## config.mk

```make
export PLATFORM = sky130hd
export DESIGN_NAME = parking_gate_controller
export DESIGN_NICKNAME = d
export VERILOG_FILES = /design/src/rtl/parking_pkg.sv /design/src/rtl/parking_gate_controller_gate_fsm.sv /design/src/rtl/parking_gate_controller.sv
export SDC_FILE = /design/constraint.sdc
export NUM_CORES = 1
export LEC_CHECK = 0
export CAP_MARGIN = 15
export CORE_MARGIN = 2
export CORE_UTILIZATION = 45
export DETAILED_ROUTE_END_ITERATION = 16
export GPL_ROUTABILITY_DRIVEN = 0
export PLACE_DENSITY = 0.61
export SLEW_MARGIN = 10
export SYNTH_ARGS = -nofsm -noshare
export SYNTH_HDL_FRONTEND = slang
export SYNTH_HIERARCHICAL = 1
export SYNTH_SLANG_ARGS = --single-unit
```

## constraint.sdc

```tcl
create_clock -name clk -period 3.1 [get_ports clk]
set_input_delay 0.31 -clock clk [delete_from_list [all_inputs] [get_ports clk]]
set_output_delay 0.31 -clock clk [all_outputs]
set_load 0.005 [all_outputs]
```

## src/rtl/parking_pkg.sv

```systemverilog
// Shared gate-state encoding, default timing constants and small helpers
// for the parking gate controller and its per-gate FSM.
package parking_pkg;

  localparam int SLOT_W = 5;
  localparam int TMO_W  = 8;
  localparam int DCNT_W = 4;

  localparam int DEF_MAXIMUM      = 5;
  localparam int DEF_MINIMUM      = 0;
  localparam int DEF_DEBOUNCE     = 4;
  localparam int DEF_OPEN_TIMEOUT = 20;

  localparam logic [1:0] IDLE    = 2'b00;
  localparam logic [1:0] OPEN    = 2'b01;
  localparam logic [1:0] PASSING = 2'b10;
  localparam logic [1:0] DONE    = 2'b11;

  typedef enum logic [1:0] {
    ST_IDLE    = IDLE,
    ST_OPEN    = OPEN,
    ST_PASSING = PASSING,
    ST_DONE    = DONE
  } gate_state_e;

  function automatic logic [TMO_W-1:0] sat_inc_tmo(input logic [TMO_W-1:0] v);
    if (v == {TMO_W{1'b1}}) begin
      return v;
    end else begin
      return v + 8'd1;
    end
  endfunction

  function automatic logic gate_is_open(input gate_state_e s);
    return (s == ST_OPEN) || (s == ST_PASSING);
  endfunction

endpackage

```

## src/rtl/parking_gate_controller_gate_fsm.sv

```systemverilog
// One barrier: debouncers for the request and pass sensors, the
// IDLE/OPEN/PASSING/DONE sequencer and the open-without-car timeout.
module gate_fsm
  import parking_pkg::*;
#(
  parameter int DEBOUNCE     = DEF_DEBOUNCE,
  parameter int OPEN_TIMEOUT = DEF_OPEN_TIMEOUT
) (
  input  logic clk,
  input  logic reset,
  input  logic req_raw,
  input  logic pass_raw,
  input  logic permit,
  output logic gate_open,
  output logic strobe
);

  localparam logic [DCNT_W-1:0] DB_LAST  = DCNT_W'(DEBOUNCE - 1);
  localparam logic [TMO_W-1:0]  TMO_LAST = TMO_W'(OPEN_TIMEOUT - 1);

  logic [1:0]             raw_s;
  logic [1:0]             deb_q, deb_d;
  logic [1:0][DCNT_W-1:0] dcnt_q, dcnt_d;
  gate_state_e            state_q, state_d;
  logic [TMO_W-1:0]       tmo_q, tmo_d;
  logic                   open_q, open_d;
  logic                   strobe_q, strobe_d;
  logic                   req_deb_s, pass_deb_s;

  assign raw_s      = {pass_raw, req_raw};
  assign req_deb_s  = deb_q[0];
  assign pass_deb_s = deb_q[1];

  // Debounce: a differing raw value is accepted only after DEBOUNCE straight mismatches.
  always_comb begin
    deb_d  = deb_q;
    dcnt_d = dcnt_q;
    for (int i = 0; i < 2; i++) begin
      if (raw_s[i] != deb_q[i]) begin
        if (dcnt_q[i] == DB_LAST) begin
          deb_d[i]  = raw_s[i];
          dcnt_d[i] = {DCNT_W{1'b0}};
        end else begin
          dcnt_d[i] = dcnt_q[i] + 4'd1;
        end
      end else begin
        dcnt_d[i] = {DCNT_W{1'b0}};
      end
    end
  end

  // Sequencer; permit is only consulted while idle so a slot change cannot abort a car.
  always_comb begin
    state_d = state_q;
    tmo_d   = tmo_q;
    case (state_q)
      ST_IDLE: begin
        tmo_d = {TMO_W{1'b0}};
        if (req_deb_s && permit) begin
          state_d = ST_OPEN;
        end else begin
          state_d = ST_IDLE;
        end
      end
      ST_OPEN: begin
        if (pass_deb_s) begin
          state_d = ST_PASSING;
          tmo_d   = {TMO_W{1'b0}};
        end else if (tmo_q == TMO_LAST) begin
          state_d = ST_IDLE;
          tmo_d   = {TMO_W{1'b0}};
        end else begin
          tmo_d = sat_inc_tmo(tmo_q);
        end
      end
      ST_PASSING: begin
        tmo_d = {TMO_W{1'b0}};
        if (!pass_deb_s) begin
          state_d = ST_DONE;
        end else begin
          state_d = ST_PASSING;
        end
      end
      ST_DONE: begin
        tmo_d   = {TMO_W{1'b0}};
        state_d = ST_IDLE;
      end
      default: begin
        tmo_d   = {TMO_W{1'b0}};
        state_d = ST_IDLE;
      end
    endcase
    // Outputs are decoded from the next state so the flops track the state exactly.
    open_d   = gate_is_open(state_d);
    strobe_d = (state_d == ST_DONE);
  end

  // State, debounce and output registers.
  always_ff @(posedge clk or posedge reset) begin
    if (reset) begin
      deb_q    <= 2'b00;
      dcnt_q   <= {2*DCNT_W{1'b0}};
      state_q  <= ST_IDLE;
      tmo_q    <= {TMO_W{1'b0}};
      open_q   <= 1'b0;
      strobe_q <= 1'b0;
    end else begin
      deb_q    <= deb_d;
      dcnt_q   <= dcnt_d;
      state_q  <= state_d;
      tmo_q    <= tmo_d;
      open_q   <= open_d;
      strobe_q <= strobe_d;
    end
  end

  assign gate_open = open_q;
  assign strobe    = strobe_q;

endmodule

```

## src/rtl/parking_gate_controller.sv

```systemverilog
// Parking lot entry/exit barrier controller: two independent gate
// sequencers plus the capacity permits and the registered full flag.
module parking_gate_controller
  import parking_pkg::*;
#(
  parameter int MAXIMUM      = DEF_MAXIMUM,
  parameter int MINIMUM      = DEF_MINIMUM,
  parameter int DEBOUNCE     = DEF_DEBOUNCE,
  parameter int OPEN_TIMEOUT = DEF_OPEN_TIMEOUT
) (
  input  logic              clk,
  input  logic              reset,
  input  logic              entry_req,
  input  logic              entry_pass,
  input  logic              exit_req,
  input  logic              exit_pass,
  input  logic [SLOT_W-1:0] slots,
  output logic              entry,
  output logic              exit,
  output logic              entry_open,
  output logic              exit_open,
  output logic              full
);

  localparam logic [SLOT_W-1:0] MAX_S = SLOT_W'(MAXIMUM);
  localparam logic [SLOT_W-1:0] MIN_S = SLOT_W'(MINIMUM);

  logic entry_permit_s;
  logic exit_permit_s;
  logic full_q, full_d;

  assign entry_permit_s = (slots > MIN_S);
  assign exit_permit_s  = (slots < MAX_S);

  // Full flag tracks slots with one cycle of latency.
  always_comb begin
    full_d = (slots == MIN_S);
  end

  // Full flag register.
  always_ff @(posedge clk or posedge reset) begin
    if (reset) begin
      full_q <= 1'b0;
    end else begin
      full_q <= full_d;
    end
  end

  assign full = full_q;

  gate_fsm #(
    .DEBOUNCE     (DEBOUNCE),
    .OPEN_TIMEOUT (OPEN_TIMEOUT)
  ) u_entry_gate (
    .clk       (clk),
    .reset     (reset),
    .req_raw   (entry_req),
    .pass_raw  (entry_pass),
    .permit    (entry_permit_s),
    .gate_open (entry_open),
    .strobe    (entry)
  );

  gate_fsm #(
    .DEBOUNCE     (DEBOUNCE),
    .OPEN_TIMEOUT (OPEN_TIMEOUT)
  ) u_exit_gate (
    .clk       (clk),
    .reset     (reset),
    .req_raw   (exit_req),
    .pass_raw  (exit_pass),
    .permit    (exit_permit_s),
    .gate_open (exit_open),
    .strobe    (exit)
  );

endmodule

```

==> qor.csv, run 1 <==
metric,value,unit
num_vias,1435,
antenna_found_initial,0,
p_int,0.00110,W
postRouteAntennaNets,0,
hp-class,in2async,
cap_viol_max_count,0,
grt_pass1_wl,6.37,mm
htreeDepth,2,
nNetsFinal,225,
num_io_pins,16,
wl_per_cell,13.8,µm
cts_tree,done,
row_count,24,
syn_to_final_growth,13.1,%
grt-ovfl-total,0,
fillers,393,
setup_tns,0,ns
dpl.hpwl,2.64,mm
cts_resized,0,
fp.dieW,72.6,µm
post-route-util,53.8,%
tightestPinTransition,0.829,ns
drtPass1Iterations,4,
p_seq_share,52.2,%
drt_iter0_markers,78,
post-route-drc-count,0,
skew,0.00683,ns
cp.required,3.28,ns
crit_type,reg2reg,
met1_usage,21.2,%
grtUsageTotal,15.4,%
diodes,0,
period_needed,2.22,ns
fmax,451,MHz
switchingPower,0.000491,W
rrSetupSlack,0.88,ns
grt.met2_usage,23.9,%
status,completed,
max-slew-margin-rel,44.6,%
netlist_instances,187,
start_kind,flop,
synth_seq_cells,45,
arrival,2.40,ns
syn_nets,206,
drive_gt1_share,10.1,%
yosysTopAreaCell,dfrtp_1,
critPathCaptureType,flop,
ir_drop,339,µV
routed_wirelength,3.57,mm
syn_area,2110,µm²
die_area,5260,µm²
reg2reg_depth,5,
synth_top_area_share,53.3,%
portBuffers,15,
seq_area_frac_synth,53.3,%
yosys-top-cells-area,"dfrtp_1 53%, ha_1 4.7%, mux2_2 3.2%",
p_comb_share,26.5,%
clock_latency,0.29,ns
die_y,72.6,µm
rsz0062_at_grt,false,
ctsHoldBuffers,0,
synth.distinct_cells,39,
power.share.switching,30.8,%
met3_usage,4.72,%
grt_pass1_vias,1424,
path_clk_slew,0.08,ns
grt_max_degree,23,
via_per_inst,5.54,
pwr_density_cell,667,nW/µm²
initial_core_util,47.6,%
core,4440,µm²
synth.avg_cell_area,11.3,µm²
numCtsBuffers,5,
setup_viol,0,
min_period_over_period,71.5,%
finalHoldViolCount,0,
leakage,1.00,nW
p_clk_share,21.3,%
cts_root_buffer,clkbuf_8,
final_max_slew_viol_count,0,
clockBufferDepth,2,
postCtsSetupBuffers,0,
yosysWarnings,6,
worst-path-max-fanout,9,
top_usage_layer,met2,
cts.sink_count,45,
[power groups by stage]
stage / clock network [W] / registers, W / logic [W]
finish: 0.000341 / 0.000833 / 0.000423
global route: 0.000383 / 0.000856 / 0.000483
CTS: 0.000360 / 0.000836 / 0.000428
detailed placement: 0 / 0.000847 / 0.000424
global placement: 0 / 0.000840 / 0.000401
floorplan: 0 / 0.000821 / 0.000304
[per-stage QoR]
step                      cell area, µm²  setup WS, ns  power, W  hold WS [ns]  instances
after floorplan                     2110          1.41   0.00112        0.0387        187
after detailed placement            2310         0.921   0.00127         0.468        251
after CTS                           2390         0.905   0.00162         0.197        259
after global routing                2390         0.778   0.00172         0.215        259
after global placement              2310          1.03   0.00124         0.456        251
final                               2390         0.884   0.00160         0.202        259
[area by class of cell]
type	instances	area [µm²]	share of cell area (%)
repair buffers	15	150	6.28
clock inverters	2	10.0	0.419
multi-input cells	133	945	39.5
inverters	6	22.5	0.942
well taps	52	65.1	2.72
flip-flops and latches	45	1130	47.1
clock buffers	6	72.6	3.04
[logic make-up (layout without fill, tap and decap cells)]
logic type / after synthesis / after routing / share of synthesized area [%]
flops: 45 / 45 / 53.3
buf+inv: 9 / 29 / 2.07
xor+xnor: 13 / 13 / 5.38
mux: 9 / 9 / 4.62
compound gates: 28 / 28 / 9.05
simple gates: 75 / 75 / 20.9
fa+ha+maj: 8 / 8 / 4.73
[state kept, by name (all words and copies together), names as in the netlist]
name and cells:
full 1, u_exit_gate/gate_open 1, u_entry_gate/state_q 2, u_exit_gate/strobe 1, u_exit_gate/tmo_q 8, u_exit_gate/state_q 2, u_entry_gate/tmo_q 8, u_exit_gate/dcnt_q 8
u_entry_gate/deb_q 2, u_entry_gate/strobe 1, u_entry_gate/gate_open 1, u_entry_gate/dcnt_q 8, u_exit_gate/deb_q 2
[cells in the final DEF, fill, tap and decap left out, types with 4 or more instances in the layout]
cell,Yosys,layout
nand3b_1,4,4
xnor2_1,7,7
nor3_1,5,5
clkbuf_8,0,5
nor3b_1,4,4
a21oi_1,8,8
nand3_1,9,9
nor2b_1,5,5
nand2b_1,7,7
xor2_1,6,6
o21ai_0,10,10
inv_1,6,6
clkdlybuf4s50_1,0,15
nand2_1,7,7
ha_1,8,8
nor2_1,13,13
dfrtp_1,45,45
mux2_2,6,6
[synth_stat cells (all sizes together)]
master,count
a21oi,8
nor2b,5
a31o,1
clkbuf,1
xor2,6
nand3,9
and4,2
nor3b,4
nor2,13
or2,1
o22ai,1
nor4,1
o21a,1
or3b,1
and3,3
dfrtp,45
o21ai,10
a211oi,2
a21boi,1
a311o,1
a31oi,1
buf,2
nor4b,2
nand2b,7
and2,2
nand2,7
nor3,8
nand4,3
mux2i,3
ha,8
a311oi,2
xnor2,7
and4b,1
mux2,6
inv,6
nand3b,4
or4,2
[routing by layer]
layer,up-vias,routed length (µm),part of all wire (%)
met3,4,154,4.3
met4,0,34,0.95
li1,705,-,-
met2,33,1610,45
met5,-,0,0
met1,693,1770,50
[worst paths after layout]
kind / endpoint / startpoint
max: u_exit_gate/gate_open / u_exit_gate/tmo_q[0]
min: full / reset
max reg2reg: u_exit_gate/gate_open / u_exit_gate/tmo_q[0]
min reg2reg: u_exit_gate/dcnt_q[4] / u_exit_gate/dcnt_q[4]
max in group asynchronous: u_exit_gate/tmo_q[4] / reset
min in group clk: u_exit_gate/dcnt_q[4] / u_exit_gate/dcnt_q[4]
[worst max-delay path: stages (launching register included)]
cell and delay [ns]:
dfrtp_1 0.40, ha_1 0.23, nor4b_1 0.31, a311o_1 0.57, o21ai_0 0.26, ha_1 0.34
Power figures use the tool's default switching activity.
==> inputs of run 2 (changes only) <==
==> constraint.sdc (replaced) <==
create_clock -name clk -period 2.3 [get_ports clk]
set_input_delay 0.23 -clock clk [delete_from_list [all_inputs] [get_ports clk]]
set_output_delay 0.23 -clock clk [all_outputs]
set_load 0.005 [all_outputs]
==> qor.csv, run 2 (same netlist as run 1, synthesis figures left out) <==
metric,value,unit,change
status,completed,,
critPathCaptureType,flop,,
final_cell_mix,"45 x dfrtp_1, 15 x clkdlybuf4s50_1, 13 x nor2_1",,
hp-class,in2async,,
max-slew-margin-rel,76.3,%,+32 points
slowest_delay,0.64,ns,+0.07 ns
crit_type,reg2reg,,
fmax,537,MHz,+19%
die_y,72.6,µm,unchanged
timing.hold.ws,0.140,ns,-0.0624 ns
min_period_over_period,81.0,%,+9.6 points
pwr_density_cell,904,nW/µm²,+35%
grt-ovfl-total,0,,unchanged
post-route-drc-count,0,,unchanged
dpl.hpwl,2.65,mm,+0.29%
finalInstanceArea,2420,µm²,+1.1%
antenna_found_initial,0,,unchanged
fp.dieW,72.6,µm,unchanged
ctsHoldBuffers,0,,unchanged
mostFrequentLayoutCell,dfrtp_1,,
p_clk_share,21.8,%,+0.5 points
num_io_pins,16,,unchanged
switchingPower,0.000657,W,+34%
grt_max_degree,23,,unchanged
syn_to_final_growth,14.3,%,
die_area,5260,µm²,unchanged
row_count,24,,unchanged
initial_core_util,47.6,%,unchanged
reg2reg_depth,4,,-1
setup_tns,0,ns,unchanged
postCtsSetupBuffers,0,,unchanged
cts_tree,done,,
cap_viol_max_count,0,,unchanged
timing.rr.start,u_entry_gate/deb_q[1],,
rrSetupSlack,0.44,ns,-0.45 ns
clock_latency,0.29,ns,about the same
portBuffers,15,,unchanged
path_clk_slew,0.08,ns,about the same
num_vias,1430,,-0.35%
via_per_inst,5.48,,-1.1%
htreeDepth,2,,unchanged
regToRegEndpoint,u_entry_gate/tmo_q[1],,
leakage,1.02,nW,+1.3%
ir_drop,371,µV,+9.3%
grt_pass1_wl,6.41,mm,+0.66%
nNetsFinal,228,,+1.3%
cpLargestDelayFamily,simple AND/OR/NAND/NOR gates,,
start_kind,flop,,
skew,0.00383,ns,-0.00301 ns
clockBufferDepth,2,,unchanged
rsz0062_at_grt,false,,
drtPass1Iterations,4,,unchanged
p_seq_share,51.7,%,-0.5 points
final_max_slew_viol_count,0,,unchanged
core,4440,µm²,unchanged
drt_iter0_markers,167,,+110%
path_cells,or3b_1 > or4_1 > nand2b_1 > o22ai_1,,
cts_root_buffer,clkbuf_8,,
setup_viol,0,,unchanged
cts.sink_count,45,,unchanged
power,0.00218,W,+37%
numCtsBuffers,5,,unchanged
grtUsageTotal,15.7,%,+0.31 points
p_comb_share,26.5,%,about the same
postRouteAntennaNets,0,,unchanged
critPathBufInv,0,,unchanged
wl_per_cell,13.9,µm,+1.2%
cts_resized,0,,unchanged
critical_path.slowest_cell,or4_1,,
diodes,0,,unchanged
period_needed,1.86,ns,-0.352 ns
routed_wirelength,3.64,mm,+2.0%
tightestPinTransition,0.353,ns,-0.477 ns
cp.required,2.47,ns,-0.81 ns
drive_gt1_share,11.0,%,+0.86 points
p_int,0.00153,W,+38%
finalHoldViolCount,0,,unchanged
arrival,2.03,ns,-0.37 ns
power.share.switching,30.1,%,-0.70 points
placed_cell_area,2330,µm²,+0.98%
grt_pass1_vias,1417,,-0.49%
worst-path-max-fanout,8,,-1
[run 2: worst max path at each step]
| stage | start | end | slack, ns | depth (start not counted) |
|---|---|---|---|---|
| 3_3_place_gp | slots[4] | u_entry_gate/gate_open | 0.31 | 7 |
| 4_1_cts | u_entry_gate/deb_q[1] | u_entry_gate/tmo_q[1] | 0.44 | 4 |
| 6_report | u_entry_gate/deb_q[1] | u_entry_gate/tmo_q[1] | 0.44 | 4 |
| 5_1_grt | u_entry_gate/deb_q[1] | u_entry_gate/tmo_q[1] | 0.39 | 4 |
| 3_5_place_dp | slots[4] | u_entry_gate/gate_open | 0.27 | 7 |
| 2_1_floorplan | u_exit_gate/tmo_q[0] | u_exit_gate/gate_open | 0.61 | 6 |
[run 2: final cells by class]
cell class / instances / area [µm²]
Fill cell: 384 / 2030
Sequential cell: 45 / 1130
Multi-Input combinational cell: 133 / 945
Timing Repair Buffer: 18 / 173
Clock buffer: 7 / 86.3
Tap cell: 52 / 65.1
Inverter: 6 / 22.5
[run 2: per-layer routing]
metal | vias to the layer above | wire, µm | GRT usage, %
li1 | 711 | - | -
met2 | 30 | 1700 | 24.6
met4 | 0 | 25 | 5.56
met1 | 687 | 1790 | 20.8
met5 | - | 0 | 0
met3 | 2 | 120 | 4.58
[run 2: worst reg2reg max path, delay by kind of cell, from the launching register on]
kind | cells | cell delay [ns]
simple gates | 3 | 1.20
flops | 1 | 0.45
compound gates | 1 | 0.09
[run 2: power by group through the flow]
stage | logic (W) | clock network, W | registers [W]
finish | 0.000578 | 0.000477 | 0.00113
global route | 0.000661 | 0.000535 | 0.00116
CTS | 0.000590 | 0.000501 | 0.00113
detailed placement | 0.000584 | 0 | 0.00115
global placement | 0.000553 | 0 | 0.00114
floorplan | 0.000409 | 0 | 0.00111
[run 2: stage by stage]
stage                     worst slack, ns  utilization [%]  cells
after global routing                0.387             54.4    261
after floorplan                     0.609                -    187
after global placement              0.313             52.4    254
final                               0.436             54.4    261
after CTS                           0.440             54.4    261
after detailed placement            0.266             52.4    254
